[src/rtl/imm_gen_pipe.sv]
// Registered immediate generator for decode: computes the XLEN-wide immediate at
// acceptance and buffers results in a two-entry (main + skid) valid/ready pipe.
module imm_gen_pipe #(
    parameter int unsigned XLEN  = 32,
    parameter int unsigned TAG_W = 32
) (
    input  logic             clk,
    input  logic             rst,
    input  logic             flush,
    input  logic             in_valid,
    output logic             in_ready,
    input  logic [2:0]       in_imm_type,
    input  logic [24:0]      in_ins,
    input  logic [TAG_W-1:0] in_tag,
    output logic             out_valid,
    input  logic             out_ready,
    output logic [XLEN-1:0]  out_imm,
    output logic [2:0]       out_imm_type,
    output logic [TAG_W-1:0] out_tag
);

    localparam int unsigned TYPE_W = 3;

    localparam logic [TYPE_W-1:0] IMM_I_TYPE  = 3'd0;
    localparam logic [TYPE_W-1:0] IMM_S_TYPE  = 3'd1;
    localparam logic [TYPE_W-1:0] IMM_B_TYPE  = 3'd2;
    localparam logic [TYPE_W-1:0] IMM_U_TYPE  = 3'd3;
    localparam logic [TYPE_W-1:0] IMM_J_TYPE  = 3'd4;
    localparam logic [TYPE_W-1:0] IMM_Z_TYPE  = 3'd5;
    localparam logic [TYPE_W-1:0] IMM_SH_TYPE = 3'd6;

    typedef struct packed {
        logic [XLEN-1:0]   imm;
        logic [TYPE_W-1:0] imm_type;
        logic [TAG_W-1:0]  tag;
    } entry_t;

    typedef enum logic [1:0] {
        EMPTY = 2'd0,
        ONE   = 2'd1,
        FULL  = 2'd2
    } state_e;

    state_e state_q, state_d;
    entry_t main_q, main_d;
    entry_t skid_q, skid_d;
    logic   out_valid_q, out_valid_d;
    logic   in_ready_q, in_ready_d;

    logic [31:7]     ins;
    logic [XLEN-1:0] imm_c;
    entry_t          new_entry_c;
    logic            accept_c;
    logic            deliver_c;

    assign ins = in_ins;

    // Immediate decode; sized casts of signed slices replicate ins[31] up to XLEN-1.
    always_comb begin
        imm_c = '0;
        case (in_imm_type)
            IMM_I_TYPE:  imm_c = XLEN'($signed(ins[31:20]));
            IMM_S_TYPE:  imm_c = XLEN'($signed({ins[31:25], ins[11:7]}));
            IMM_B_TYPE:  imm_c = XLEN'($signed({ins[31], ins[7], ins[30:25], ins[11:8], 1'b0}));
            IMM_U_TYPE:  imm_c = XLEN'($signed({ins[31:12], 12'b0}));
            IMM_J_TYPE:  imm_c = XLEN'($signed({ins[31], ins[19:12], ins[20], ins[30:21], 1'b0}));
            IMM_Z_TYPE:  imm_c = XLEN'(ins[19:15]);
            IMM_SH_TYPE: begin
                if (XLEN == 64) imm_c = XLEN'(ins[25:20]);
                else            imm_c = XLEN'(ins[24:20]);
            end
            default:     imm_c = '0;
        endcase
    end

    assign new_entry_c = '{imm: imm_c, imm_type: in_imm_type, tag: in_tag};
    assign accept_c    = in_valid && in_ready_q;
    assign deliver_c   = out_valid_q && out_ready;

    always_ff @(posedge clk) begin
        if (rst) begin
            state_q     <= EMPTY;
            main_q      <= '0;
            skid_q      <= '0;
            out_valid_q <= 1'b0;
            in_ready_q  <= 1'b1;
        end else begin
            state_q     <= state_d;
            main_q      <= main_d;
            skid_q      <= skid_d;
            out_valid_q <= out_valid_d;
            in_ready_q  <= in_ready_d;
        end
    end

    // Next state; flush overrides any same-cycle accept or deliver.
    always_comb begin
        state_d = state_q;
        main_d  = main_q;
        skid_d  = skid_q;
        case (state_q)
            EMPTY: begin
                if (accept_c) begin
                    main_d  = new_entry_c;
                    state_d = ONE;
                end
            end
            ONE: begin
                if (deliver_c && accept_c) begin
                    main_d = new_entry_c;
                end else if (deliver_c) begin
                    state_d = EMPTY;
                end else if (accept_c) begin
                    skid_d  = new_entry_c;
                    state_d = FULL;
                end
            end
            FULL: begin
                if (deliver_c) begin
                    main_d  = skid_q;
                    state_d = ONE;
                end
            end
            default: state_d = EMPTY;
        endcase
        if (flush) state_d = EMPTY;
        out_valid_d = (state_d != EMPTY);
        in_ready_d  = (state_d != FULL);
    end

    assign in_ready     = in_ready_q;
    assign out_valid    = out_valid_q;
    assign out_imm      = main_q.imm;
    assign out_imm_type = main_q.imm_type;
    assign out_tag      = main_q.tag;

endmodule

[config.mk]
export PLATFORM = sky130hd
export DESIGN_NAME = imm_gen_pipe
export DESIGN_NICKNAME = d
export VERILOG_FILES = /design/src/rtl/imm_gen_pipe.sv
export SDC_FILE = /design/constraint.sdc
export NUM_CORES = 1
export LEC_CHECK = 0
export CAP_MARGIN = 10
export CELL_PAD_IN_SITES_DETAIL_PLACEMENT = 1
export CELL_PAD_IN_SITES_GLOBAL_PLACEMENT = 2
export CORE_MARGIN = 5
export CORE_UTILIZATION = 31
export CTS_BUF_LIST = sky130_fd_sc_hd__clkbuf_16
export CTS_CLUSTER_DIAMETER = 150
export DETAILED_ROUTE_END_ITERATION = 16
export PLACE_DENSITY_LB_ADDON = 0.1
export SLEW_MARGIN = 20
export SYNTH_ARGS = -nofsm -noshare
export SYNTH_HDL_FRONTEND = slang
export SYNTH_SLANG_ARGS = --single-unit
[constraint.sdc]
create_clock -name clk -period 4.95 [get_ports clk]
set_clock_uncertainty 0.1 [all_clocks]
set_input_delay 0.99 -clock clk [delete_from_list [all_inputs] [get_ports clk]]
set_output_delay 0.99 -clock clk [all_outputs]
set_load 0.005 [all_outputs]
# Word-level counts from Yosys, hierarchy flattened
# Index checks and enable logic that the tools add are counted.
classes:
  reduce_logical: 9
  n_mux: 12
  n_eq_ne: 12
  n_bitwise: 2
op_table:
  columns: ["op", "n"]
  rows:
  - ["$pmux 32 s7", 1]
  - ["$mux 67", 3]
  - ["$pmux 67 s3", 1]
  - ["$mux 2", 6]
  - ["$eq 3x3->1 const B", 3]
  - ["$ne 2x2->1 const B", 4]
  - ["$reduce_and 4->1", 2]
  - ["$eq 3x2->1 const B", 2]
  - ["$pmux 2 s3", 1]
  - ["$eq 3x1->1 const B", 1]
  - ["$logic_and 1x1->1", 3]
  - ["$logic_not 3->1", 1]
  - ["$reduce_bool 3->1", 1]
  - ["$eq 2x1->1 const B", 1]
  - ["$eq 2x2->1 const B", 1]
  - ["$logic_not 2->1", 1]
  - ["$not 1->1", 2]
  - ["$reduce_bool 2->1", 1]
totals:
  reg_bits: 138
  out_inout_bits: 69

# Longest topological paths before layout
# Gate-level depths: netlist of the first run.
depth:
  ltp_word: 7
  depth_mapped: 7

# Worst setup path before layout of the first run
# No wires, ideal clock.
synth_path:
  path_kind: "input -> register"
  from: "input port in_imm_type[0]"
  to: "register main_q, in the netlist out_imm[16]"
  path_stages: 5
  required_time_ns: 4.763
  arrival_ns: 1.954
  slack_ns: 2.809
  cell_sequence: "buf_4 or4bb_1 nand4_1 nor2_1 o31ai_1"
synth_via:
  elab_chain_len: 4
  word_cells_on_any_way: 11
  classes_between: "eq/ne: 6; mux: 4; reduce/logical: 1"
synth_rtl:
  columns: ["element", "line", "source"]
  rows:
  - ["start, declared", "12", "input logic [2:0] in_imm_type,"]
  - ["$eq 3x3->1, or another cell as far along", "61", "case (in_imm_type)"]
  - ["$pmux 32 s7 (*)", "61", null]
  - ["$mux 67, on equally long branches", "109, 103", null]
  - ["$pmux 67 s3 (*)", "101", "case (state_q)"]
  - ["end signal, assigned", "89", "main_q <= main_d;"]
  - ["end, declared", "45", "entry_t main_q, main_d;"]
# Every way passes the cells marked *; elsewhere a longest branch is shown, timed or not. The select of a mux whose other input is x is not followed.
# A chain may end at the register's enable or synchronous reset.

# Worst setup path after layout of the first run
layout_path:
  from: "input port in_imm_type[2]"
  to: "register main_q, in the netlist out_imm[28]"
# The elaborated chain is that of the path after synthesis.

==> results of run 1 <==
## cell families (layout without fill, tap and decap cells)
kind of cell / after synthesis / in the layout / synth area share
adder cells (fa/ha/maj): 1 / 1 / 0.00188
XOR/XNOR: 1 / 1 / 0.00146
multiplexers: 1 / 1 / 0.00167
AO/OA/AOI/OAI: 181 / 181 / 0.210
flip-flops: 138 / 138 / 0.461
buffers and inverters: 81 / 183 / 0.0621
AND/OR/NAND/NOR: 348 / 348 / 0.261
## cells in the mapped netlist (all sizes together)
cell type  instances  share of area
o41ai              1         0.0027
a221oi             6         0.0088
a211oi            15          0.019
o21a               1         0.0013
and3b              1         0.0015
o211a              1         0.0017
nand4bb            3         0.0056
or3b               2         0.0029
buf               40          0.036
mux2i              1         0.0017
nand3             23          0.019
maj3               1         0.0019
or4bb              4         0.0075
a22oi              6         0.0075
a311oi            37          0.054
nand4b             8          0.012
nor2              94          0.059
nand2b             5         0.0052
a21bo              1         0.0017
xnor2              1         0.0015
dfxtp            138           0.46
nand2            151          0.095
and2b              1         0.0013
o21bai             1         0.0013
clkbuf            33          0.021
o31ai             20          0.025
a222oi             4         0.0067
and2               1         0.0010
a2111o             1         0.0019
o211ai             1         0.0021
nor3b              1         0.0013
o311ai             1         0.0015
o21ai             28          0.023
nand4             10          0.010
nor2b              1         0.0010
nor3              38          0.033
nand3b             5         0.0063
a31o               3         0.0044
o221ai             4         0.0058
a21oi             50          0.042
inv                8         0.0050
## metrics by stage
stage / utilization / power [mW]
finish: 0.426 / 2.93
global route: 0.426 / 3.06
CTS: 0.426 / 2.97
detailed placement: 0.394 / 1.63
global placement: 0.394 / 1.62
floorplan: - / 1.42
## layer usage
| metal | GRT usage | wire length, um | share of wire |
|---|---|---|---|
| met2 | 0.310 | 9630 | 0.49 |
| met5 | 0 | 0 | 0 |
| met1 | 0.226 | 9030 | 0.46 |
| met4 | 0.0526 | 201 | 0.010 |
| met3 | 0.0428 | 822 | 0.042 |
## state kept, by name (all words and copies together) (netlist names)
signal / count
in_ready: 1
out_imm: 32
out_imm_type: 3
out_tag: 32
out_valid: 1
skid_q: 67
state_q: 2
## worst max-delay path by stage
| stage | from | to | slack (ns) |
|---|---|---|---|
| 3_3_place_gp | in_imm_type[2] | out_imm[29]$_SDFFE_PP0P_ | 1.38 |
| 6_report | in_imm_type[2] | out_imm[28]$_SDFFE_PP0P_ | 1.67 |
| 2_1_floorplan | in_imm_type[0] | out_imm[16]$_SDFFE_PP0P_ | 2.81 |
| 5_1_grt | in_imm_type[2] | out_imm[25]$_SDFFE_PP0P_ | 1.45 |
| 3_5_place_dp | in_imm_type[2] | out_imm[23]$_SDFFE_PP0P_ | 1.26 |
| 4_1_cts | in_imm_type[2] | out_imm[28]$_SDFFE_PP0P_ | 1.67 |
## final cells by class
class	count	share of cell area
well taps	260	0.0404
inverters	8	0.00373
multi-input cells	532	0.359
clock inverters	14	0.0222
clock buffers	17	0.0529
repair buffers	144	0.179
flip-flops and latches	138	0.343
## power breakdown
part           internal (mW)  leakage (nW)  switching (mW)
logic                  0.194          1.39           0.199
registers               1.17          1.13          0.0359
clock network          0.834         0.297           0.492
total                   2.20          2.82           0.727
## critical path: stages
cell and delay, ns:
clkdlybuf4s50_1 0.83, maj3_2 0.56, o21ai_1 0.72, a21oi_1 0.12, o31ai_1 0.28
==> impl_metrics.toml, run 1 <==
[outcome]
status = "finished clean"

[critical_path]
rr_endpoint = "out_imm[28]$_SDFFE_PP0P_"
r2r_start = "state_q[0]$_SDFF_PP0_"
endpoint_kind = "flop"
criticalPathCategory = "input pin to flop"
arrival_ns = 3.50
reg2reg_slack_ns = 2.37
required_ns = 5.18
critPathLaunchType = "input pin"
critPathMaxFanout = 28
rr_worst_depth = 5

[layout]
stdcell_count = 1113
final_common_cell = "nand2_1"
drive_above_1_share = 0.0598
fillers = 2251
antenna_cells = 0
multi_input_area_sq_mm = 0.00289
layout_common_cells = "151 x nand2_1, 138 x dfxtp_1, 132 x clkdlybuf4s50_1, 93 x nor2_1, 50 x a21oi_1"
final_area_sq_mm = 0.00804
area_growth_pct = 34.3
final_nets = 906
regArea_sq_mm = 0.00276

[cts]
path_clk_slew_ns = 0.06
cts-root-buf = "clkbuf_16"
cts_resized = 0
post_cts_buffers = 0
clock_path_buffers = 2
cts_tree = "done"
cts_made_buffers = 17
holdBufCountCts = 0
htreeDepth = 4
cts_sinks = 138
worst_skew_pair.late_latency_ns = 0.42

[logic_synthesis]
synth_nets = 816
syn_area_per_cell_sq_um = 7.97
syn_area_sq_mm = 0.00599
ys_types = 46
ys_ff_latch = 138
syn_inst = 751
seq_area_frac_synth = 0.461
yosys_warnings = 0

[floorplan]
num_rows = 50
coreArea_sq_mm = 0.0189
die_w_um = 149
initial_core_util = 0.317
die_h_um = 149
die_area_sq_mm = 0.0222
ios = 134

[sta]
rsz0062_at_grt = "no"
layout_setup_ws_ns = 1.67
tightest_slew_ns = 0.938
holdWs_ns = 0.356
timing.fmax_mhz = 305
period_minus_slack_ns = 3.28
setup_tns_ns = 0
slew_viol_final = 0
period_share = 0.662
hold_viol_final = 0
setup_viol = 0
slew_headroom = 0.372

[placement]
placed_area_sq_mm = 0.00744
place_inst = 1082
portBuffers = 133
pre_cts_ws_ns = 1.26
globalplace.congestion = 0.732
hpwl_um = 12700

[drt]
detail_route.first_pass.iterations = 4
vias_per_cell = 5.23
drcViolationCount = 0
wl_um = 19700
routedWlPerCell_um = 17.7
initialDrtViolationCount = 306
via_count = 5821
ant_nets = 0

[global_route]
antenna_found_initial = 0
grt_pass1_vias = 6156
grt_max_degree = 64
globalRouteTotalUtil = 0.181
overflow = 0
grt_first_pass_wirelength_um = 32200

[power_and_ir_drop]
leakage_nw = 2.82
ir_drop_v = 0.000232
power_density_mw_per_mm2 = 364

[run]
maxCapViolations = 0

[min_path]
hp-start = "skid_q[66]$_SDFFE_PP0P_"
hold_depth = 2
min_to = "skid_q[66]$_SDFFE_PP0P_"
hold_path.class = "flop to flop"
Power figures use the tool's default switching activity.
==> run 2: changes to the inputs <==
CORE_UTILIZATION = 26   (was 31)
clock period = 2.8 ns   (was 4.95 ns; I/O delays follow)
==> run 2 against run 1 <==
  * Count of clock-buffer cells in the layout did not move
  * Core utilization fell by 6.3 points
  * Critical path depth rose by 1
  * Power rose by 73%
  * Die area rose by 18%
  * Wire length rose by 7.1%
  * First-iteration DRC count fell by 7.8%
  * Sequential cell count did not move
  * Via count rose by 1.6%
  * Clock power rose by 66%
  * Combinational power rose by 85%
  * Global-route usage fell by 1.9 points
==> impl_metrics.toml, run 2 (same netlist as run 1, synthesis figures left out) <==
[placement]
portBuffers = 133
place_inst = 1125
placed_area_sq_mm = 0.00764
globalplace.congestion = 0.709
hpwl_um = 13900
pre_cts_ws_ns = 0.237

[drt]
wl_met1_um = 9990
ant_nets = 0
top_layer = "met4"
initialDrtViolationCount = 282
wl_um = 21100
routedWlPerCell_um = 18.2
wl_met2_um = 10100
via_count = 5917
detail_route.first_pass.iterations = 5
vias_per_cell = 5.11
drcViolationCount = 0
wl_met3_um = 862

[floorplan]
die_h_um = 162
coreArea_sq_mm = 0.0226
die_area_sq_mm = 0.0262
initial_core_util = 0.264
num_rows = 55
ios = 134
die_w_um = 162

[critical_path]
endpoint_kind = "flop"
critPathLaunchType = "input pin"
crit_slowest_cell = "clkdlybuf4s50_1"
required_ns = 3.04
arrival_ns = 2.37
criticalPathCategory = "input pin to flop"
path_cells = "clkdlybuf4s50_1 > buf_4 > or3b_1 > o21ai_0 > nor3_1 > o31ai_1"
slowest_delay_ns = 0.55
critPathMaxFanout = 11

[layout]
largest_register = "skid_q"
final_common_cell = "nand2_1"
final_area_sq_mm = 0.00821
final_nets = 924
stdcell_count = 1157
drive_above_1_share = 0.0826
layout_common_cells = "151 x nand2_1, 138 x dfxtp_1, 132 x clkdlybuf4s50_1, 93 x nor2_1, 50 x a21oi_1"
antenna_cells = 0
largest_reg_flops = 67
area_growth_pct = 37.1

[sta]
layout_setup_ws_ns = 0.670
slew_viol_final = 0
rsz0062_at_grt = "no"
timing.fmax_mhz = 470
setup_viol = 0
tightest_slew_ns = 0.591
period_share = 0.761
period_minus_slack_ns = 2.13
hold_viol_final = 0
setup_tns_ns = 0
slew_headroom = 0.605

[global_route]
grt_pass1_vias = 6273
antenna_found_initial = 0
grt_max_degree = 114
grt_first_pass_wirelength_um = 34000
globalRouteTotalUtil = 0.162
overflow = 0

[cts]
clock_path_buffers = 2
post_cts_buffers = 0
cts_made_buffers = 17
cts_tree = "done"
htreeDepth = 4
holdBufCountCts = 0
cts-root-buf = "clkbuf_16"
path_clk_slew_ns = 0.07
cts_resized = 0
worst_skew_pair.late_latency_ns = 0.42
cts_sinks = 138

[power_and_ir_drop]
leakage_nw = 2.90
power_density_mw_per_mm2 = 618
ir_drop_v = 0.000306

[outcome]
status = "finished clean"

[run]
maxCapViolations = 0

[min_path]
hold_path.class = "flop to flop"
==> run 2: changes by cell type in the layout (fill, tap and decap cells not counted) <==
cell / change
clkinv_1: -2
inv_6: +3
buf_12: +3
clkinv_4: +2
clkinv_2: -2
buf_4: +15
bufinv_16: -3
clkinvlp_4: +2
inv_8: +1
==> run 2: worst paths after layout <==
path	startpoint	endpoint	slack [ns]	cells past startpoint
max reg2reg	state_q[1]$_SDFF_PP0_	out_tag[30]$_SDFFE_PP0P_	0.76	4
max	in_imm_type[2]	out_imm[12]$_SDFFE_PP0P_	0.67	6
min	skid_q[31]$_SDFFE_PP0P_	skid_q[31]$_SDFFE_PP0P_	0.36	2
min reg2reg	skid_q[31]$_SDFFE_PP0P_	skid_q[31]$_SDFFE_PP0P_	0.36	2
==> run 2: cell type report <==
cell class / count / area (sq um)
Inverter: 8 / 30.0
Clock inverter: 15 / 141
Sequential cell: 138 / 2760
Clock buffer: 17 / 425
Timing Repair Buffer: 162 / 1610
Fill cell: 2629 / 14400
Multi-Input combinational cell: 532 / 2890
Tap cell: 285 / 357
==> run 2: per-layer routing <==
metal,up-vias,GRT usage
met5,-,0
met2,112,0.269
met3,12,0.0348
met1,2902,0.211
met4,0,0.0484
li1,2891,-
==> run 2: critical path: cells and delay by family <==
family,cells,cell delay [ns]
buffers and inverters,2,0.79
and+or+nand+nor,2,0.60
AOI/OAI and AO/OA,2,0.41
==> run 2: where the power goes <==
part / switching, mW / internal (mW)
registers: 0.0649 / 2.07
logic: 0.364 / 0.364
clock network: 0.970 / 1.24
==> run 2: stage by stage <==
step | power (mW) | hold slack (ns) | util
2_1_floorplan | 2.50 | 0.337 | -
3_3_place_gp | 2.90 | 0.342 | 0.338
3_5_place_dp | 2.92 | 0.350 | 0.338
4_1_cts | 5.17 | 0.360 | 0.363
5_1_grt | 5.32 | 0.372 | 0.363
6_report | 5.07 | 0.355 | 0.363
